$ cat config.mk
export PLATFORM = sky130hd
export DESIGN_NAME = wb_stage
export DESIGN_NICKNAME = d
export VERILOG_FILES = /design/src/rtl/mips_pkg.sv /design/src/rtl/load_align.sv /design/src/rtl/wb_stage.sv
export SDC_FILE = /design/constraint.sdc
export NUM_CORES = 1
export LEC_CHECK = 0
export BUFFER_PORTS_ARGS = -buffer_cell sky130_fd_sc_hd__buf_2
export CAP_MARGIN = 10
export CORE_ASPECT_RATIO = 0.9
export CORE_UTILIZATION = 53
export CTS_BUF_LIST = sky130_fd_sc_hd__clkbuf_4 sky130_fd_sc_hd__clkbuf_8
export DETAILED_ROUTE_END_ITERATION = 10
export HOLD_SLACK_MARGIN = 0.05
export PLACE_DENSITY = 0.95
export SYNTH_ARGS = -nofsm -noshare
export SYNTH_HDL_FRONTEND = slang
export SYNTH_SLANG_ARGS = --single-unit
$ cat constraint.sdc
create_clock -name clk -period 3.85 [get_ports clk]
set_input_delay 0.1925 -clock clk [delete_from_list [all_inputs] [get_ports clk]]
set_output_delay 0.1925 -clock clk [all_outputs]
set_load 0.02 [all_outputs]
$ cat src/rtl/mips_pkg.sv
// Shared MIPS32 pipeline definitions: result-source and load-type encodings
// plus the datapath width constants.
package mips_pkg;

  localparam int XLEN   = 32;
  localparam int REG_AW = 5;

  typedef enum logic [1:0] {
    WB_SEL_ALU  = 2'd0,
    WB_SEL_LOAD = 2'd1,
    WB_SEL_LINK = 2'd2,
    WB_SEL_RSVD = 2'd3
  } wb_sel_e;

  typedef enum logic [2:0] {
    LD_LW  = 3'd0,
    LD_LH  = 3'd1,
    LD_LHU = 3'd2,
    LD_LB  = 3'd3,
    LD_LBU = 3'd4
  } ld_type_e;

endpackage

$ cat src/rtl/load_align.sv
// Big-endian sub-word extraction and extension of a loaded word, with
// detection of accesses that are not naturally aligned.
module load_align
  import mips_pkg::*;
(
  input  logic [XLEN-1:0] word,
  input  logic [1:0]      addr,
  input  logic [2:0]      load_type,
  output logic [XLEN-1:0] data,
  output logic            misaligned
);

  logic [7:0]  byte_sel;
  logic [15:0] half_sel;

  // Pick the addressed byte/halfword, then extend according to the load type.
  always_comb begin
    case (addr)
      2'd0:    byte_sel = word[31:24];
      2'd1:    byte_sel = word[23:16];
      2'd2:    byte_sel = word[15:8];
      2'd3:    byte_sel = word[7:0];
      default: byte_sel = 8'd0;
    endcase
    half_sel = addr[1] ? word[15:0] : word[31:16];

    case (load_type)
      LD_LH: begin
        data       = {{16{half_sel[15]}}, half_sel};
        misaligned = addr[0];
      end
      LD_LHU: begin
        data       = {16'd0, half_sel};
        misaligned = addr[0];
      end
      LD_LB: begin
        data       = {{24{byte_sel[7]}}, byte_sel};
        misaligned = 1'b0;
      end
      LD_LBU: begin
        data       = {24'd0, byte_sel};
        misaligned = 1'b0;
      end
      default: begin
        data       = word;
        misaligned = (addr != 2'd0);
      end
    endcase
  end

endmodule

$ cat src/rtl/wb_stage.sv
// MIPS32 writeback stage: MEM/WB pipeline register, result select and
// retired-instruction counter. All outputs come straight from flops.
module wb_stage
  import mips_pkg::*;
(
  input  logic              clk,
  input  logic              rst_n,
  input  logic              mem_valid,
  input  logic              mem_reg_write,
  input  logic [REG_AW-1:0] mem_rd,
  input  logic [1:0]        mem_wb_sel,
  input  logic [XLEN-1:0]   mem_alu_result,
  input  logic [XLEN-1:0]   mem_load_data,
  input  logic [2:0]        mem_load_type,
  input  logic [XLEN-1:0]   mem_link_pc,
  input  logic              stall,
  input  logic              flush,
  output logic              wb_valid,
  output logic              wb_reg_write,
  output logic [REG_AW-1:0] wb_rd,
  output logic [XLEN-1:0]   wb_write_data,
  output logic              wb_misaligned,
  output logic [XLEN-1:0]   retire_count
);

  logic [XLEN-1:0] load_data;
  logic            load_misaligned;
  logic [XLEN-1:0] next_data;
  logic            next_misaligned;
  logic            next_reg_write;

  load_align u_align (
    .word       (mem_load_data),
    .addr       (mem_alu_result[1:0]),
    .load_type  (mem_load_type),
    .data       (load_data),
    .misaligned (load_misaligned)
  );

  // Result source select; misalignment only matters for a real load.
  always_comb begin
    case (mem_wb_sel)
      WB_SEL_LOAD: begin
        next_data       = load_data;
        next_misaligned = mem_valid & load_misaligned;
      end
      WB_SEL_LINK: begin
        next_data       = mem_link_pc;
        next_misaligned = 1'b0;
      end
      default: begin
        next_data       = mem_alu_result;
        next_misaligned = 1'b0;
      end
    endcase
    next_reg_write = mem_valid & mem_reg_write & (mem_rd != 5'd0) & ~next_misaligned;
  end

  // MEM/WB pipeline register: reset, then flush, then stall-hold, then capture.
  always_ff @(posedge clk) begin
    if (!rst_n) begin
      wb_valid      <= 1'b0;
      wb_reg_write  <= 1'b0;
      wb_rd         <= 5'd0;
      wb_write_data <= 32'd0;
      wb_misaligned <= 1'b0;
    end else if (flush) begin
      wb_valid      <= 1'b0;
      wb_reg_write  <= 1'b0;
      wb_rd         <= 5'd0;
      wb_write_data <= 32'd0;
      wb_misaligned <= 1'b0;
    end else if (!stall) begin
      wb_valid      <= mem_valid;
      wb_reg_write  <= next_reg_write;
      wb_rd         <= mem_rd;
      wb_write_data <= next_data;
      wb_misaligned <= next_misaligned;
    end else begin
      wb_valid      <= wb_valid;
      wb_reg_write  <= wb_reg_write;
      wb_rd         <= wb_rd;
      wb_write_data <= wb_write_data;
      wb_misaligned <= wb_misaligned;
    end
  end

  // The occupant leaves WB whenever the register moves; a flush forces a move.
  always_ff @(posedge clk) begin
    if (!rst_n) begin
      retire_count <= 32'd0;
    end else if (wb_valid && (flush || !stall)) begin
      retire_count <= retire_count + 32'd1;
    end else begin
      retire_count <= retire_count;
    end
  end

endmodule

==> metrics.yaml, run 1 <==
post_route_cells_drive_above_1_share: 0.327
vdd_ir_drop_max_v: 0.000259
die_height_um: 87.3
critPathMaxFanout: 39
postCtsHoldBufs: 0
synthesis.yosys.warnings: 0
final.setup_skew_ps: 8.58
finalMaxSlewViolations: 0
post-route-util: 0.703
worstSkewPairLatency_ps: 340
routed_wire_length_per_instance_um: 18.5
route.vias.total: 4854
drt_pre_antenna_iters: 6
cts_htree_levels: 3
leakagePower_nw: 2.34
track_usage: 0.340
cts-resized-gates: 0
synthCells: 514
initialDrtViolationCount: 308
avg_cell_area_syn_um2: 8.33
overflow_left_after_global_routing: 0
design.portCount: 184
outcome: "completed"
drc: 0
synth_enable_flop_cells: 0
p_clk_frac: 0.383
synthArstFlopShare: 0
worst_ep_required_time_ps: 4120
die_w_um: 96.7
critical_path.endpoint_type: "flop"
cts_inserted_buffers: 9
power_dens_cells_nw_per_um2: 332
coreArea_um2: 7690
finalNonFillerCells: 777
globalplace.congestion: 0.985
min-delay-path-class: "in2reg"
number_of_antenna_violations_at_the_first_check_in_global_routing: 0
synth.yosys.seq_area_share: 0.337
yosysUniqueCellTypes: 55
placedCellCount: 760
setup_tns_ps: 0
number_of_vias_per_cell: 6.25
ant_nets: 0
p_int_w: 0.00127
power_switching_share: 0.291
clock_net_sink_count: 72
rsz0062_at_grt: "false"
top_achievable_clock_speed_mhz: 429
register_bit_count_reported_by_yosys: 72
syn2layout_area_growth_pct: 26.3
start_util: 0.556
final.min_clock_period_ps: 2330
cts_buffer_depth: 2
grt_pass1_wl_mm: 23.0
die-area_um2: 8440
share_seq_of_total_power: 0.430
grt_max_degree: 40
post-cts-setup-buffer-count: 0
tritoncts: "built"
drv_cap: 0
dp_hpwl_mm: 10.7
layout_common_cells: "buf_2, dfxtp_1, a21oi_1, nor2_1"
postLayoutCellArea_um2: 5410
finalHoldViolations: 0
cts_root_buffer: "clkbuf_8"
p_switching_w: 0.000522
fin_total_pwr_w: 0.00180
placement_rows: 30
post_synth_instance_area_um2: 4280
clk_transition_reported_paths_ps: 90
grt_pass1_vias: 4736
worst_ep_arrival_time_ps: 2610
layout.cells.most_common: "buf_2"
post_route_clock_period_utilization: 0.606
drt_wl_total_mm: 14.3
worst-slew-pin-transition_ps: 1100
synthFlopType: "dfxtp_1"
relSlewSlack: 0.267
setup_viol: 0
share_comb_of_total_power: 0.188
total_nets_after_synthesis: 629
num_antenna_cells: 0
dpl_cell_area_um2: 5170
io_buffers: 183
timing.setup.critical_path_class: "in2reg"
layout.nets: 791
worst_setup_path_start_kind: "input pin"
-- layer usage --
layer	up-vias	track usage	wire (um)
met5	-	0	0
met3	54	0.0971	1300
li1	2241	-	-
met2	323	0.567	6720
met1	2236	0.404	5760
met4	0	0.178	555
-- cell usage after synthesis (all sizes together) (11+ instances only) --
master / n / area (um2)
inv: 11 / 41.3
o21bai: 16 / 120
clkbuf: 22 / 82.6
nor2b: 24 / 150
dfxtp: 72 / 1440
nand4: 13 / 103
nand3: 30 / 155
buf: 13 / 81.3
nand2: 31 / 116
o221ai: 15 / 131
nor2: 40 / 150
o21ai: 31 / 155
xnor2: 21 / 184
a21oi: 56 / 280
nor4: 14 / 87.6
-- worst max-delay path: stages --
cell      delay (ps)
buf_2            550
clkinv_1         750
nand2_1          670
o221ai_1         200
a21oi_1          210
-- sequential cells by signal, summed over array words and instances (netlist names) --
signal         cells
wb_write_data     32
wb_misaligned      1
wb_reg_write       1
retire_count      32
wb_valid           1
wb_rd              5
-- through the flow --
stage | hold slack [ps] | worst slack [ps]
after CTS | 84.5 | 1590
final | 102 | 1520
after detailed placement | 450 | 1220
after floorplan | 336 | 2000
after global routing | 103 | 1340
after global placement | 443 | 1440
-- cells by family after synthesis --
logic type | after synthesis | share of synthesized area
flops | 72 | 0.337
xor+xnor | 27 | 0.0552
compound gates | 162 | 0.251
mux | 17 | 0.0634
buf+inv | 48 | 0.0497
fa+ha+maj | 3 | 0.00877
simple gates | 185 | 0.235
-- cell type report --
| type | instances | area [um2] |
|---|---|---|
| multi-input combinational | 394 | 2630 |
| fill | 601 | 2290 |
| sequential | 72 | 1440 |
| timing repair buffer | 186 | 946 |
| clock buffer | 10 | 131 |
| tap | 96 | 120 |
| clock inverter | 6 | 91.3 |
| inverter | 13 | 48.8 |
-- final timing paths --
path | from | slack, ps | cells after the start | endpoint
max | stall | 1520 | 5 | wb_write_data[26]
min | mem_rd[3] | 100 | 3 | wb_rd[3]
min reg2reg | wb_reg_write | 470 | 2 | wb_reg_write
max reg2reg | retire_count[16] | 1880 | 5 | retire_count[31]
-- power groups by stage --
stage                     Combinational (W)  Sequential [W]  Clock [W]
after CTS                          0.000327        0.000772   0.000695
after global placement             0.000316        0.000789          0
after detailed placement           0.000327        0.000789          0
after floorplan                    0.000176        0.000809          0
after global routing               0.000360        0.000774   0.000723
final                              0.000337        0.000772   0.000687
(Power assumes the default switching activity.)
==> run 2, diff against run 1 <==
CORE_UTILIZATION = 45   (was 53)
PLACE_DENSITY = 0.9   (was 0.95)
clock period = 1.95 ns   (was 3.85 ns; I/O delays follow)
==> run 2 against run 1 <==
Against the previous run: die area up 17%; wire length is 7.7% higher; register-to-register slack got worse by 1800 ps; via count grew 5.0%; critical path type is now reg2reg; largest power group unchanged; highest routed layer unchanged.
==> metrics.yaml, run 2 (synthesized netlist as in run 1, its figures left out) <==
power_switching_share: 0.280  # -0.0111
finalMaxSlewViolations: 0  # unchanged
ant_nets: 0  # unchanged
vdd_ir_drop_max_v: 0.000331  # +28%
setup_viol: 0  # unchanged
critical_path.endpoint_type: "flop"
start_util: 0.467  # -0.0893
maxUsedRoutingLayer: "met4"
delay_heaviest_family_cp: "simple AND/OR/NAND/NOR gates"
num_antenna_cells: 0  # unchanged
layout.cells.most_common: "buf_2"
cts_root_buffer: "clkbuf_8"
top_achievable_clock_speed_mhz: 541
design.portCount: 184  # unchanged
grt_pass1_vias: 4704  # -0.68%
overflow_left_after_global_routing: 0  # unchanged
initialDrtViolationCount: 381  # +24%
p_int_w: 0.00271  # +110%
die-area_um2: 9910  # +17%
timing.hold.worst_path_depth: 3  # unchanged
routed_wire_length_per_instance_um: 18.1  # -2.1%
critical_path.reg2reg.endpoint: "retire_count[31]"
worstSkewPairLatency_ps: 350  # about the same
finalNonFillerCells: 854  # +9.9%
cts_htree_levels: 3  # unchanged
grt_max_degree: 39  # -2.5%
drt_wl_total_mm: 15.4  # +7.7%
route.vias.total: 5098  # +5.0%
coreArea_um2: 9170  # +19%
grt_pass1_wl_mm: 23.8  # +3.5%
dp_hpwl_mm: 11.3  # +5.7%
placedCellCount: 808  # +6.3%
timing.setup.critical_path_class: "reg2reg"
die_w_um: 105  # +8.3%
tritoncts: "built"
routedLengthMet1_mm: 6.05  # +5.1%
post_route_clock_period_utilization: 0.947
drv_cap: 0  # unchanged
holdCritStartpoint: "mem_link_pc[8]"
outcome: "completed"
biggestRegsByFlops: "retire_count (32), wb_write_data (32), wb_rd (5)"
share_comb_of_total_power: 0.201  # +0.013
setup_ws_ps: 103  # -1410 ps
cts_buffer_depth: 2  # unchanged
fin_total_pwr_w: 0.00376  # +110%
share_seq_of_total_power: 0.406  # -0.024
layout_common_cells: "buf_2, dfxtp_1, a21oi_1, nor2_1"
finalHoldViolations: 0  # unchanged
timing.rr.start: "retire_count[3]"
io_buffers: 183  # unchanged
p_switching_w: 0.00105  # +100%
worst_setup_path_start_kind: "flop"
p_clk_frac: 0.393  # +0.010
track_usage: 0.309  # -0.0312
clk_transition_reported_paths_ps: 90  # about the same
reg2reg_slack_ps: 100  # -1780 ps
min-delay-path-class: "in2reg"
clock_net_sink_count: 72  # unchanged
worst-path-buf-inv: 0  # -2
placement_rows: 33  # +10%
worst_r2r_path_depth: 5  # unchanged
final.setup_skew_ps: 13.6  # +4.98 ps
whs_endpoint: "wb_write_data[8]"
worst-slew-pin-transition_ps: 717  # -382 ps
place_ws_ps: 55.9  # -1160 ps
power_dens_cells_nw_per_um2: 634  # +91%
setup_tns_ps: 0  # unchanged
final.min_clock_period_ps: 1850
worstPathCellList: "and3_1 > nand4_4 > nor3_4 > or3b_1 > a21oi_1"
number_of_antenna_violations_at_the_first_check_in_global_routing: 0  # unchanged
layout.nets: 842  # +6.4%
globalplace.congestion: 1.01  # +2.8%
timing.critical_path.slowest_cell_delay_ps: 440  # -310 ps
drt_pre_antenna_iters: 6  # unchanged
critPathMaxFanout: 13  # -67%
die_height_um: 94.5  # +8.3%
cts_inserted_buffers: 9  # unchanged
worst_path_max_delay_cell: "dfxtp_1"
drc: 0  # unchanged
rsz0062_at_grt: "false"
number_of_vias_per_cell: 5.97  # -4.4%
wl_met3_mm: 1.63  # +25%
syn2layout_area_growth_pct: 38.5
relSlewSlack: 0.521  # +0.254
worst_ep_arrival_time_ps: 2130  # -480 ps
dr_wl_met2_mm: 7.15  # +6.4%
leakagePower_nw: 2.58  # +10%
post_route_cells_drive_above_1_share: 0.337  # +0.00997
worst_ep_required_time_ps: 2230  # -1890 ps
## run 2: cell type report
cell class	count	area [um2]
Clock buffer	10	131
Clock inverter	6	115
Fill cell	794	3240
Inverter	13	48.8
Multi-Input combinational cell	394	2640
Sequential cell	72	1440
Tap cell	122	153
Timing Repair Buffer	237	1400
## run 2: power groups by stage
stage | registers [W] | clock network, W | logic, W
2_1_floorplan | 0.00160 | 0 | 0.000348
6_report | 0.00152 | 0.00148 | 0.000755
4_1_cts | 0.00152 | 0.00151 | 0.000734
3_3_place_gp | 0.00156 | 0 | 0.000672
3_5_place_dp | 0.00156 | 0 | 0.000687
5_1_grt | 0.00153 | 0.00157 | 0.000806
## run 2: layer usage
metal  global-route usage  vias up
met3               0.0780       54
met1                0.381     2347
met4                0.151        0
met5                    0        -
li1                     -     2349
met2                0.509      348
## run 2: what timing repair did
item	in CTS	in global routing
hold endpoints to repair	30	0
hold buffers	30	0
gates resized for setup	0	3
endpoints found under the setup margin	0	2
buffers inserted	0	0
## run 2: worst max path at each step
stage	start	to	slack [ps]	depth (start not counted)
floorplan	retire_count[16]	retire_count[31]	100	6
global placement	retire_count[18]	retire_count[31]	180	5
detailed placement	mem_alu_result[1]	wb_write_data[7]	60	6
finish	retire_count[3]	retire_count[31]	100	5
CTS	retire_count[18]	retire_count[31]	80	5
global route	retire_count[3]	retire_count[31]	30	5
## run 2: worst register-to-register path, stage by stage (launching register included)
cell and delay, ps:
dfxtp_1 440, and3_1 340, nand4_4 250, nor3_4 250, or3b_1 370, a21oi_1 150
## run 2: stage by stage
stage	hold WS, ps	utilization	instance area (um2)
floorplan	241	-	4280
global placement	346	0.586	5370
detailed placement	357	0.586	5370
CTS	50.5	0.645	5910
global route	70.1	0.647	5930
finish	65.9	0.647	5930
==> run 3, diff against run 2 <==
CORE_MARGIN = 5   (was default)
==> run 3 against run 2 <==
Against the previous run: total power down 3.0%; sequential power is essentially flat; wire length is 5.3% higher; clock skew shrank 5.2 ps; flip-flop and latch count unchanged; largest power group unchanged; via count fell by 1.1%; worst hold slack worse by 1.7 ps; die area grew 17%; critical endpoint unchanged; global-route usage is 3.7 points lower; cell count fell by 0.12%.
==> metrics.yaml, run 3 (synthesized netlist as in run 1, its figures left out) <==
die_w_um: 113  # +7.6%
outcome: "completed"
drt_pre_antenna_iters: 5  # -1
final.min_clock_period_ps: 1830  # -18.5 ps
finalHoldViolations: 0  # unchanged
post_route_clock_period_utilization: 0.938  # -0.00948
critPathMaxFanout: 13  # unchanged
syn2layout_area_growth_pct: 37.9
power_dens_cells_nw_per_um2: 617  # -2.6%
worstSkewPairLatency_ps: 350  # about the same
route.vias.total: 5042  # -1.1%
number_of_antenna_violations_at_the_first_check_in_global_routing: 0  # unchanged
die_height_um: 103  # +8.5%
worst_setup_path_start_kind: "flop"
reg2reg_slack_ps: 120  # +20 ps
routed_wire_length_per_instance_um: 19.1  # +5.5%
leakagePower_nw: 2.56  # -0.58%
setup_viol: 0  # unchanged
layout_common_cells: "buf_2, dfxtp_1, a21oi_1, nor2_1"
layout.nets: 841  # -0.12%
track_usage: 0.272  # -0.0375
min-delay-path-class: "in2reg"
cts_inserted_buffers: 9  # unchanged
layout.cells.most_common: "buf_2"
ant_nets: 0  # unchanged
vdd_ir_drop_max_v: 0.000310  # -6.2%
critical_path.endpoint_type: "flop"
globalplace.congestion: 0.961  # -5.1%
die-area_um2: 11600  # +17%
final.setup_skew_ps: 8.36  # -5.21 ps
drv_cap: 0  # unchanged
drc: 0  # unchanged
top_achievable_clock_speed_mhz: 547  # +1.0%
timing.setup.critical_path_class: "reg2reg"
number_of_vias_per_cell: 5.91  # -0.98%
cts_root_buffer: "clkbuf_8"
worst_ep_arrival_time_ps: 2110  # -20 ps
drt_wl_total_mm: 16.3  # +5.3%
placement_rows: 33  # unchanged
rsz0062_at_grt: "false"
biggestRegsByFlops: "retire_count (32), wb_write_data (32), wb_rd (5)"
cts_htree_levels: 3  # unchanged
dp_hpwl_mm: 12.2  # +7.9%
fin_total_pwr_w: 0.00364  # -3.0%
relSlewSlack: 0.515  # -0.00648
tritoncts: "built"
design.portCount: 184  # unchanged
grt_pass1_vias: 4834  # +2.8%
coreArea_um2: 9210  # +0.45%
grt_max_degree: 33  # -15%
post_route_cells_drive_above_1_share: 0.339  # +0.00183
worst-slew-pin-transition_ps: 728  # +11.2 ps
io_buffers: 183  # unchanged
clock_net_sink_count: 72  # unchanged
setup_tns_ps: 0  # unchanged
clk_transition_reported_paths_ps: 90  # about the same
start_util: 0.465  # -0.00209
num_antenna_cells: 0  # unchanged
cts_buffer_depth: 2  # unchanged
initialDrtViolationCount: 420  # +10%
overflow_left_after_global_routing: 0  # unchanged
finalMaxSlewViolations: 0  # unchanged
grt_pass1_wl_mm: 24.8  # +4.5%
worst_ep_required_time_ps: 2230  # about the same
## run 3: cell types whose count changed in the layout (fill, tap and decap cells not counted), sizes merged
cell / before / now
bufinv: 3 / 2
clkinv: 2 / 3
clkinvlp: 1 / 2
dlygate4sd3: 30 / 29
inv: 13 / 12
## run 3: stage by stage
stage / area (um2) / utilization / instances / hold WS [ps] / worst slack (ps)
after floorplan: 4280 / - / 514 / 241 / 101
after global placement: 5380 / 0.584 / 808 / 347 / 154
after detailed placement: 5380 / 0.584 / 808 / 358 / 31.8
after CTS: 5890 / 0.640 / 853 / 50.7 / 18.0
after global routing: 5900 / 0.641 / 853 / 56.7 / 0.615
final: 5900 / 0.641 / 853 / 64.1 / 121
## run 3: power breakdown
group	internal, W	switching [W]
sequential	0.00150	0.0000213
clock	0.000742	0.000626
combinational	0.000334	0.000417
total	0.00258	0.00106
## run 3: metal layers
metal / track usage / vias to the layer above / share of wire
li1: - / 2335 / -
met1: 0.323 / 2337 / 0.38
met2: 0.467 / 316 / 0.47
met3: 0.0839 / 54 / 0.11
met4: 0.102 / 0 / 0.037
met5: 0 / - / 0
## run 3: worst max-delay path: stages (launching register included)
cell	delay, ps
dfxtp_1	430
and4_2	320
nand4_4	230
nor3_4	260
or3b_1	360
a21oi_1	160
## run 3: what timing repair did
item | 4_1_cts | 5_1_grt
setup buffers | 0 | 0
hold buffers | 29 | 0
resized for setup | 0 | 4
setup endpoints to repair | 0 | 5
endpoints found under the hold margin | 29 | 0
## run 3: worst paths after layout
kind / startpoint / endpoint / cells after the start
min: mem_alu_result[2] / wb_write_data[2] / 3
max: retire_count[7] / retire_count[31] / 5
max reg2reg: retire_count[7] / retire_count[31] / 5
min reg2reg: wb_reg_write / wb_reg_write / 2
## run 3: layout make-up
cell class | instances | area [um2]
clock buffer | 10 | 131
clock inverter | 6 | 92.6
fill | 753 | 3300
inverter | 13 | 48.8
multi-input combinational | 394 | 2640
sequential | 72 | 1440
tap | 122 | 153
timing repair buffer | 236 | 1400
